`src/rtl/y86_pkg.sv`:
```
// Shared Y86 definitions: instruction codes, status codes and the stat-control state type.
package y86_pkg;

    // Instruction codes
    localparam logic [3:0] IHALT   = 4'h0;
    localparam logic [3:0] INOP    = 4'h1;
    localparam logic [3:0] IRRMOVQ = 4'h2;
    localparam logic [3:0] IIRMOVQ = 4'h3;
    localparam logic [3:0] IRMMOVQ = 4'h4;
    localparam logic [3:0] IMRMOVQ = 4'h5;
    localparam logic [3:0] IOPQ    = 4'h6;
    localparam logic [3:0] IJXX    = 4'h7;
    localparam logic [3:0] ICALL   = 4'h8;
    localparam logic [3:0] IRET    = 4'h9;
    localparam logic [3:0] IPUSHQ  = 4'hA;
    localparam logic [3:0] IPOPQ   = 4'hB;

    // Architectural status codes
    localparam logic [2:0] SAOK = 3'd1;
    localparam logic [2:0] SHLT = 3'd2;
    localparam logic [2:0] SADR = 3'd3;
    localparam logic [2:0] SINS = 3'd4;
    localparam logic [2:0] STMO = 3'd5;

    typedef enum logic [1:0] {IDLE, RUN, STOP} state_e;

endpackage

```
`src/rtl/y86_stat_encode.sv`:
```
// Combinational status priority encoder: ADR beats INS beats HLT beats AOK.
module y86_stat_encode
    import y86_pkg::*;
(
    input  logic [3:0] icode,
    input  logic       instr_valid,
    input  logic       imem_error,
    input  logic       dmem_error,
    output logic [2:0] cur_stat
);

    // Priority-ordered status selection for the current cycle
    always_comb begin
        cur_stat = SAOK;
        if (imem_error || dmem_error) begin
            cur_stat = SADR;
        end else if (!instr_valid) begin
            cur_stat = SINS;
        end else if (icode == IHALT) begin
            cur_stat = SHLT;
        end
    end

endmodule

```
`src/rtl/y86_stat_ctrl.sv`:
```
// SEQ status controller: run FSM (IDLE/RUN/STOP), sticky stat, commit gating,
// saturating cycle and retired-instruction counters.
// Optional run-cycle watchdog enabled by defining Y86_STAT_WDOG_EN.
module y86_stat_ctrl
    import y86_pkg::*;
#(
    parameter int unsigned CNT_W       = 32,
    parameter int unsigned WDOG_CYCLES = 1000000
) (
    input  logic             clk,
    input  logic             rst_n,
    input  logic             start,
    input  logic             clear,
    input  logic [3:0]       icode,
    input  logic             instr_valid,
    input  logic             imem_error,
    input  logic             dmem_error,
    output logic [2:0]       stat,
    output logic             halted,
    output logic             commit_en,
    output logic [CNT_W-1:0] cycle_cnt,
    output logic [CNT_W-1:0] instr_cnt
);

    state_e           state_q, state_d;
    logic [2:0]       stat_q, stat_d;
    logic             halted_q, halted_d;
    logic [CNT_W-1:0] cycle_cnt_q, cycle_cnt_d;
    logic [CNT_W-1:0] instr_cnt_q, instr_cnt_d;
    logic [2:0]       cur_stat;
    logic             stop_req;

    y86_stat_encode u_encode (
        .icode       (icode),
        .instr_valid (instr_valid),
        .imem_error  (imem_error),
        .dmem_error  (dmem_error),
        .cur_stat    (cur_stat)
    );

`ifdef Y86_STAT_WDOG_EN
    localparam logic [CNT_W-1:0] WdogLast = CNT_W'(WDOG_CYCLES - 1);
    logic wdog_hit;

    // Watchdog fires on the last allowed run cycle; zero disables it
    always_comb begin
        wdog_hit = (WDOG_CYCLES != 0) && (cycle_cnt_q == WdogLast);
    end

    // A real fault outranks the timeout
    always_comb begin
        stop_req = (cur_stat != SAOK) || wdog_hit;
    end
`else
    // Only a fault or halt ends a run
    always_comb begin
        stop_req = (cur_stat != SAOK);
    end
`endif

    // State and datapath registers with asynchronous active-low reset
    always_ff @(posedge clk or negedge rst_n) begin
        if (!rst_n) begin
            state_q     <= IDLE;
            stat_q      <= SAOK;
            halted_q    <= 1'b0;
            cycle_cnt_q <= '0;
            instr_cnt_q <= '0;
        end else begin
            state_q     <= state_d;
            stat_q      <= stat_d;
            halted_q    <= halted_d;
            cycle_cnt_q <= cycle_cnt_d;
            instr_cnt_q <= instr_cnt_d;
        end
    end

    // Next-state logic
    always_comb begin
        state_d = state_q;
        unique case (state_q)
            IDLE:    if (start)    state_d = RUN;
            RUN:     if (stop_req) state_d = STOP;
            STOP:    if (clear)    state_d = IDLE;
            default: state_d = IDLE;
        endcase
    end

    // Status, halt flag and counter updates per state
    always_comb begin
        stat_d      = stat_q;
        halted_d    = halted_q;
        cycle_cnt_d = cycle_cnt_q;
        instr_cnt_d = instr_cnt_q;
        unique case (state_q)
            IDLE: begin
                if (start) begin
                    cycle_cnt_d = '0;
                    instr_cnt_d = '0;
                end
            end
            RUN: begin
                if (cycle_cnt_q != '1) cycle_cnt_d = cycle_cnt_q + CNT_W'(1);
                // HLT retires; ADR and INS do not
                if ((cur_stat == SAOK || cur_stat == SHLT) && instr_cnt_q != '1) begin
                    instr_cnt_d = instr_cnt_q + CNT_W'(1);
                end
                if (stop_req) begin
                    stat_d   = (cur_stat != SAOK) ? cur_stat : STMO;
                    halted_d = 1'b1;
                end
            end
            STOP: begin
                if (clear) begin
                    stat_d   = SAOK;
                    halted_d = 1'b0;
                end
            end
            default: begin
                stat_d   = SAOK;
                halted_d = 1'b0;
            end
        endcase
    end

    // Outputs; commit is gated combinationally for the current cycle
    always_comb begin
        commit_en = (state_q == RUN) && (cur_stat == SAOK);
        stat      = stat_q;
        halted    = halted_q;
        cycle_cnt = cycle_cnt_q;
        instr_cnt = instr_cnt_q;
    end

endmodule

```
`config.mk`:
```
export PLATFORM = sky130hd
export DESIGN_NAME = y86_stat_ctrl
export DESIGN_NICKNAME = d
export VERILOG_FILES = /design/src/rtl/y86_pkg.sv /design/src/rtl/y86_stat_encode.sv /design/src/rtl/y86_stat_ctrl.sv
export SDC_FILE = /design/constraint.sdc
export NUM_CORES = 1
export LEC_CHECK = 0
export ABC_AREA = 1
export BUFFER_PORTS_ARGS = -buffer_cell sky130_fd_sc_hd__buf_2
export CAP_MARGIN = 10
export CORE_ASPECT_RATIO = 0.9
export CORE_MARGIN = 5
export CORE_UTILIZATION = 55
export DETAILED_ROUTE_END_ITERATION = 8
export GPL_TIMING_DRIVEN = 0
export PLACE_DENSITY = 0.78
export SLEW_MARGIN = 0
export SYNTH_ARGS = -nofsm -noshare
export SYNTH_HDL_FRONTEND = slang
export SYNTH_SLANG_ARGS = --single-unit
```
`constraint.sdc`:
```
create_clock -name clk -period 1.78 [get_ports clk]
set_clock_uncertainty 0.05 [all_clocks]
set_input_delay 0 -clock clk [delete_from_list [all_inputs] [get_ports clk]]
set_output_delay 0 -clock clk [all_outputs]
set_load 0.1 [all_outputs]
```
==> key figures, run 1 <==
Placement
  – Place WS: -0.215 ns
  – GP Congestion: 0.968
  – Post-DP Area: 5620 sq um
  – DPL Wire Length: 11.1 mm
  – IO Port Bufs: 79
  – Dpl cells: 949

Clock network
  – H-tree Lvls: 3
  – Num CTS Buffers: 9
  – Clk buf depth: 2
  – CTS tree: done
  – Clk slew on worst S/H paths: 0.08 ns
  – CTS sink count: 70
  – Clk Tree Root Cell: clkbuf_8
  – Worst-skew pair later-pin latency: 0.35 ns

Yosys
  – Post-Synth XOR/XNOR Area: 0.721%
  – Netlist cell types: 34
  – Top cells by area, synth: dfrtp_1 36%, nand2_1 22%, nor2_1 9.6%
  – Synth Net Count: 764
  – Syn Inst Count: 751
  – Main combinational cell family by area after synthesis: simple AND/OR/NAND/NOR gates
  – Synth Area per Inst: 6.47 sq um
  – Synth Cell Area: 4860 sq um
  – Ys Warns: 0
  – Seq/Total Area, Yosys: 36.1%
  – Synth top area share: 35.6%
  – Post-synthesis mux area share: 0%
  – Area share of and/or/nand/nor cells after synthesis: 48.1%
  – Adder-cell share of the synthesized area: 0.515%
  – Synth Area in Compound Gates: 7.29%
  – Post-synthesis register bit count: 70
  – Post-synth top area cell: dfrtp_1

Cells and area
  – FILL cells: 757
  – Utilization after layout: 70.5%
  – Layout Cells excl Fill: 977
  – Inserted Diodes: 0
  – Nets: 866
  – Design Area, Final: 6070 sq um
  – Share of layout cells above drive strength 1: 29.7%
  – Most frequent cells in the layout: 279 x nand2_1, 115 x nor2_1, 80 x buf_2
  – Area grow syn2layout: 24.9%
  – Commonest non-fill, non-tap cell in the layout: nand2_1

Route
  – Drt total wl: 15.2 mm
  – DRT iter0 DRCs: 470
  – DRC: 0
  – 1st-pass router iterations: 5
  – Via count: 5269
  – Routed wire length per instance: 15.6 microns
  – Drt via density: 5.39
  – Antenna Violating Nets Remaining: 0

Power and ir drop
  – Clock power share: 28.0%
  – Maximum VDD drop: 0.000926 V
  – Power Density: 874 nW/um^2
  – Comb pwr share: 38.3%
  – Share of power burned in registers: 33.7%
  – Internal power: 0.00305 W
  – Total net switching power: 0.00226 W
  – Sw frac: 42.6%
  – Leakage: 2.57 nW

GRT
  – Largest net degree at the start of global routing: 71
  – Vias in the first global route: 4918
  – Global-route wire length before repair: 24.8 mm
  – Gr ovfl total: 0
  – Initial antenna violation count: 0
  – Total GRT Usage: 28.9%

STA
  – Fin crit period: 1.77 ns
  – Unrepaired setup endpoints after global routing: true
  – Final WS setup: 0.00830 ns
  – Worst-Margin Slew: 0.932 ns
  – Final Hold Viols: 0
  – Count of final max-slew check failures: 0
  – Fmax: 0.564 GHz
  – Final setup fails: 0
  – Final period utilization: 99.5%
  – Rel. slew slack: 37.9%

Die
  – Die area: 10800 sq um
  – # IOs: 80
  – Placement Rows: 32
  – Die X: 109 microns
  – Die height: 99.1 microns
  – Core Area: 8610 sq um
  – Starting Density: 56.4%

Critical path
  – Setup Crit Path Kind: flip-flop to flip-flop
  – Crit path required time: 1.98 ns
  – Critical Path Sink Type: flip-flop
  – Critical Path AT: 1.97 ns
  – Startpoint types: flip-flop
  – Worst-path maximum fanout: 10

Run
  – Maxcap violations: 0

Run status
  – Outcome: finished, final reports clean

Hold path
  – HP Class: input pin to flip-flop
-- path summary, 6_finish.rpt --
kind / start / end / slack, ns / depth (start not counted)
max: instr_cnt[1] / instr_cnt[0] / 0.008 / 11
max reg2reg: instr_cnt[1] / instr_cnt[0] / 0.008 / 11
max in group asynchronous: rst_n / instr_cnt[13] / 0.70 / 2
min in group asynchronous: rst_n / instr_cnt[10] / 0.27 / 2
min: dmem_error / stat[1] / 0.02 / 4
min reg2reg: stat[2] / stat[2] / 0.42 / 2
-- cell type report --
class	count	area [sq um]	share of cell area, %
Multi-Input combinational cell	606	2920	48.2
Sequential cell	70	1880	31.0
Timing Repair Buffer	91	507	8.35
Inverter	57	218	3.59
Buffer	18	163	2.68
Tap cell	119	149	2.45
Clock buffer	11	141	2.33
Clock inverter	5	82.6	1.36
-- worst max-delay path, stage by stage, from the launching register on --
cell and delay (ns):
dfrtp_4 0.46, ha_4 0.15, nand2_4 0.06, nor2_4 0.15, nand3_4 0.12, nor2_4 0.12
nand2_2 0.08, nand2_4 0.12, nand2_8 0.08, buf_8 0.16, nand3_2 0.06, nand2_1 0.06
-- layer usage --
layer | global-route usage (%) | vias up | part of all wire [%]
met3 | 5.32 | 14 | 8.0
met1 | 43.4 | 2434 | 48
met5 | 0 | - | 0
met4 | 6.41 | 0 | 0.97
li1 | - | 2588 | -
met2 | 43.5 | 233 | 44
-- state kept, by name (all words and copies together), names as in the netlist --
| register | flops |
|---|---|
| cycle_cnt | 32 |
| instr_cnt | 32 |
| state_q | 2 |
| stat | 3 |
| halted | 1 |
-- synth_stat cells --
| cell type | instances |
|---|---|
| inv_2 | 3 |
| inv_1 | 54 |
| nand2_1 | 282 |
| nand3b_1 | 4 |
| nand3_2 | 7 |
| dfstp_2 | 1 |
| nor4_2 | 1 |
| or2_2 | 6 |
| buf_4 | 2 |
| nor3b_1 | 2 |
| xnor2_1 | 1 |
| clkbuf_1 | 3 |
| nand3_1 | 77 |
| nor2_1 | 124 |
| buf_1 | 1 |
| a31oi_1 | 2 |
| buf_2 | 4 |
| o21ai_2 | 8 |
| a21oi_1 | 16 |
| dfrtp_1 | 69 |
| nand4_4 | 1 |
| nor3_1 | 4 |
| nand4_1 | 5 |
| o21ai_0 | 10 |
| a22o_1 | 1 |
| nand2_2 | 13 |
| o21bai_1 | 5 |
| nand2_4 | 3 |
| o21ai_1 | 19 |
| xor2_1 | 3 |
| ha_1 | 2 |
| nor2_2 | 8 |
| nor2_4 | 2 |
| buf_6 | 8 |
-- timing repair --
action	in CTS	in global routing
pin swaps	1	2
endpoints found under the hold margin	72	0
hold buffers	5	0
endpoints found under the setup margin	43	66
buffers inserted	3	4
resized for setup	11	21
-- through the flow --
stage | TNS, ns | hold slack (ns) | power, W
2_1_floorplan | -4.04 | -0.346 | 0.00321
5_1_grt | -2.26 | 0.0253 | 0.00554
4_1_cts | 0 | 0.00184 | 0.00525
3_3_place_gp | -0.170 | 0.198 | 0.00367
3_5_place_dp | -0.934 | 0.144 | 0.00371
6_report | 0 | 0.0165 | 0.00530
-- cells by family after synthesis --
group | Yosys count
flops | 70
compound gates | 61
xor+xnor | 4
fa+ha+maj | 2
buf+inv | 75
simple gates | 539
-- power groups by stage --
stage          logic, W  registers (W)  clock network, W
6_report        0.00203        0.00179           0.00148
5_1_grt         0.00214        0.00180           0.00159
4_1_cts         0.00195        0.00178           0.00152
3_5_place_dp    0.00189        0.00182                 0
3_3_place_gp    0.00185        0.00181                 0
2_1_floorplan  0.000951        0.00226                 0
Power figures use the tool's default switching activity.
==> run 2, diff against run 1 <==
Settings changed: ABC_AREA 1 to unset, PLACE_DENSITY 0.78 to 0.79.
==> key figures, run 2 <==
Run status
  – Outcome: finished with violations
  – Failing checks: setup timing

Yosys
  – Synth Area in Compound Gates: 29.4%
  – Synth Area per Inst: 9.11 sq um
  – Synth Net Count: 481
  – Post-Synth XOR/XNOR Area: 0%
  – Main combinational cell family by area after synthesis: compound AO/OA/AOI/OAI gates
  – Number of synthesized flops with an enable pin: 0
  – Area share of and/or/nand/nor cells after synthesis: 23.6%
  – Post-synth top area cell: dfrtp_1
  – Ys flop type: dfrtp_1
  – Syn Inst Count: 468
  – Synth top area share: 40.5%
  – Synth Cell Area: 4260 sq um
  – Seq/Total Area, Yosys: 41.1%
  – Asr flop ratio synth: 100%
  – Adder-cell share of the synthesized area: 0.587%
  – Most common cell in the netlist: dfrtp_1
  – Post-synthesis register bit count: 70
  – Post-synthesis mux area share: 0%
  – Netlist cell types: 55
  – Commonest cells in the netlist: 69 x dfrtp_1, 47 x nand2_1, 32 x o31ai_1, 27 x a31oi_1, 27 x nand3_1
  – Top cells by area, synth: dfrtp_1 41%, o31ai_1 5.6%, nand2_1 4.1%
  – Ys Warns: 0

STA
  – Unrepaired setup endpoints after global routing: true
  – Final Hold Viols: 0
  – WHS: 0.0189 ns
  – Fin crit period: 2.16 ns
  – Final WS setup: -0.378 ns
  – Fmax: 0.463 GHz
  – Final period utilization: 121%
  – Count of final max-slew check failures: 0
  – Worst-Margin Slew: 0.919 ns
  – Final setup fails: 64
  – Rel. slew slack: 38.7%

Cells and area
  – Nets: 623
  – Design Area, Final: 6340 sq um
  – Most frequent cells in the layout: 83 x buf_2, 51 x buf_4, 44 x dfrtp_2
  – Area grow syn2layout: 48.7%
  – Share of layout cells above drive strength 1: 55.4%
  – Commonest non-fill, non-tap cell in the layout: buf_2
  – Inserted Diodes: 0

Power and ir drop
  – Clock power share: 18.4%
  – Share of power burned in registers: 28.7%
  – Maximum VDD drop: 0.00132 V
  – Power Density: 1120 nW/um^2
  – Total net switching power: 0.00372 W
  – Internal power: 0.00340 W
  – Comb pwr share: 53.0%
  – Sw frac: 52.2%
  – Leakage: 2.83 nW

GRT
  – Vias in the first global route: 4754
  – Initial antenna violation count: 0
  – Gr ovfl total: 0
  – Total GRT Usage: 31.7%
  – Largest net degree at the start of global routing: 71
  – Global-route wire length before repair: 23.8 mm

Route
  – Drt total wl: 16.4 mm
  – Via count: 5080
  – Routed wire length per instance: 23.0 microns
  – DRC: 0
  – DRT iter0 DRCs: 629
  – Drt via density: 7.14
  – 1st-pass router iterations: 5
  – Antenna Violating Nets Remaining: 0

Critical path
  – Startpoint types: flip-flop
  – Setup Crit Path Kind: flip-flop to flip-flop
  – Crit path required time: 1.97 ns
  – Critical Path AT: 2.35 ns
  – Critical Path Sink Type: flip-flop
  – Worst-path maximum fanout: 10

Die
  – Die X: 103 microns
  – Placement Rows: 30
  – Die area: 9610 sq um
  – Starting Density: 56.5%
  – Core Area: 7540 sq um
  – Die height: 93.5 microns
  – # IOs: 80

Placement
  – Post-DP Area: 5060 sq um
  – IO Port Bufs: 79
  – GP Congestion: 0.938
  – DPL Wire Length: 8.93 mm

Clock network
  – Clk slew on worst S/H paths: 0.08 ns
  – Clk Tree Root Cell: clkbuf_8
  – CTS tree: done
  – Clk buf depth: 2
  – CTS sink count: 70
  – Worst-skew pair later-pin latency: 0.35 ns
  – Num CTS Buffers: 9
  – H-tree Lvls: 3

Hold path
  – HP Class: input pin to flip-flop

Run
  – Maxcap violations: 0
## run 2: cell type report
| class | count | area [sq um] |
|---|---|---|
| clock inverter | 6 | 62.6 |
| sequential | 70 | 1880 |
| timing repair buffer | 136 | 895 |
| clock buffer | 10 | 128 |
| inverter | 10 | 37.5 |
| fill | 393 | 1210 |
| tap | 96 | 120 |
| buffer | 30 | 254 |
| multi-input combinational | 353 | 2960 |
## run 2: metal layers
layer,vias to the layer above,GRT usage (%),wire (microns)
met1,2462,43.1,6370
met3,87,6.26,1780
met2,419,48.5,7520
met5,-,0,0
met4,0,14.3,679
li1,2112,-,-
## run 2: final timing paths
kind / startpoint / endpoint / slack (ns) / cells past startpoint
max: instr_cnt[1] / instr_cnt[24] / -0.38 / 8
min: icode[2] / stat[1] / 0.02 / 5
max reg2reg: instr_cnt[1] / instr_cnt[24] / -0.38 / 8
min reg2reg: stat[0] / stat[0] / 0.41 / 2
max in group asynchronous: rst_n / cycle_cnt[21] / 0.71 / 2
min in group asynchronous: rst_n / cycle_cnt[16] / 0.25 / 2
## run 2: power groups by stage
stage | clock, W | combinational (W) | sequential [W]
final | 0.00131 | 0.00377 | 0.00204
after detailed placement | 0 | 0.00289 | 0.00208
after global placement | 0 | 0.00284 | 0.00207
after floorplan | 0 | 0.00113 | 0.00311
after CTS | 0.00130 | 0.00328 | 0.00202
after global routing | 0.00138 | 0.00388 | 0.00206
## run 2: kinds of logic after synthesis
family	count (synthesis)
compound gates	161
fa+ha+maj	2
simple gates	189
buf+inv	46
flops	70
## run 2: critical path, cell delays in order (launching register included)
cell	delay, ns
dfrtp_4	0.44
ha_4	0.15
nand4_1	0.11
buf_6	0.17
nor4_4	0.26
and3b_2	0.26
buf_2	0.30
o21ai_0	0.18
o311ai_1	0.12
## run 2: what timing repair did
action | CTS | global route
pin swaps | 28 | 32
hold endpoints to repair | 72 | 0
hold buffers | 5 | 0
setup endpoints to repair | 70 | 64
buffers inserted | 39 | 10
resized for setup | 74 | 77
gates cloned | 4 | 0
## run 2: stage by stage
| step | total power (W) | util, % | setup TNS [ns] | cells | setup slack, ns |
|---|---|---|---|---|---|
| after global placement | 0.00490 | 67.0 | -25.87 | 643 | -0.636 |
| after CTS | 0.00660 | 78.5 | -7.75 | 701 | -0.279 |
| after global routing | 0.00732 | 84.0 | -15.51 | 711 | -0.422 |
| final | 0.00712 | 84.0 | -12.78 | 711 | -0.378 |
| after detailed placement | 0.00497 | 67.0 | -28.66 | 643 | -0.694 |
| after floorplan | 0.00424 | - | -21.54 | 468 | -0.535 |
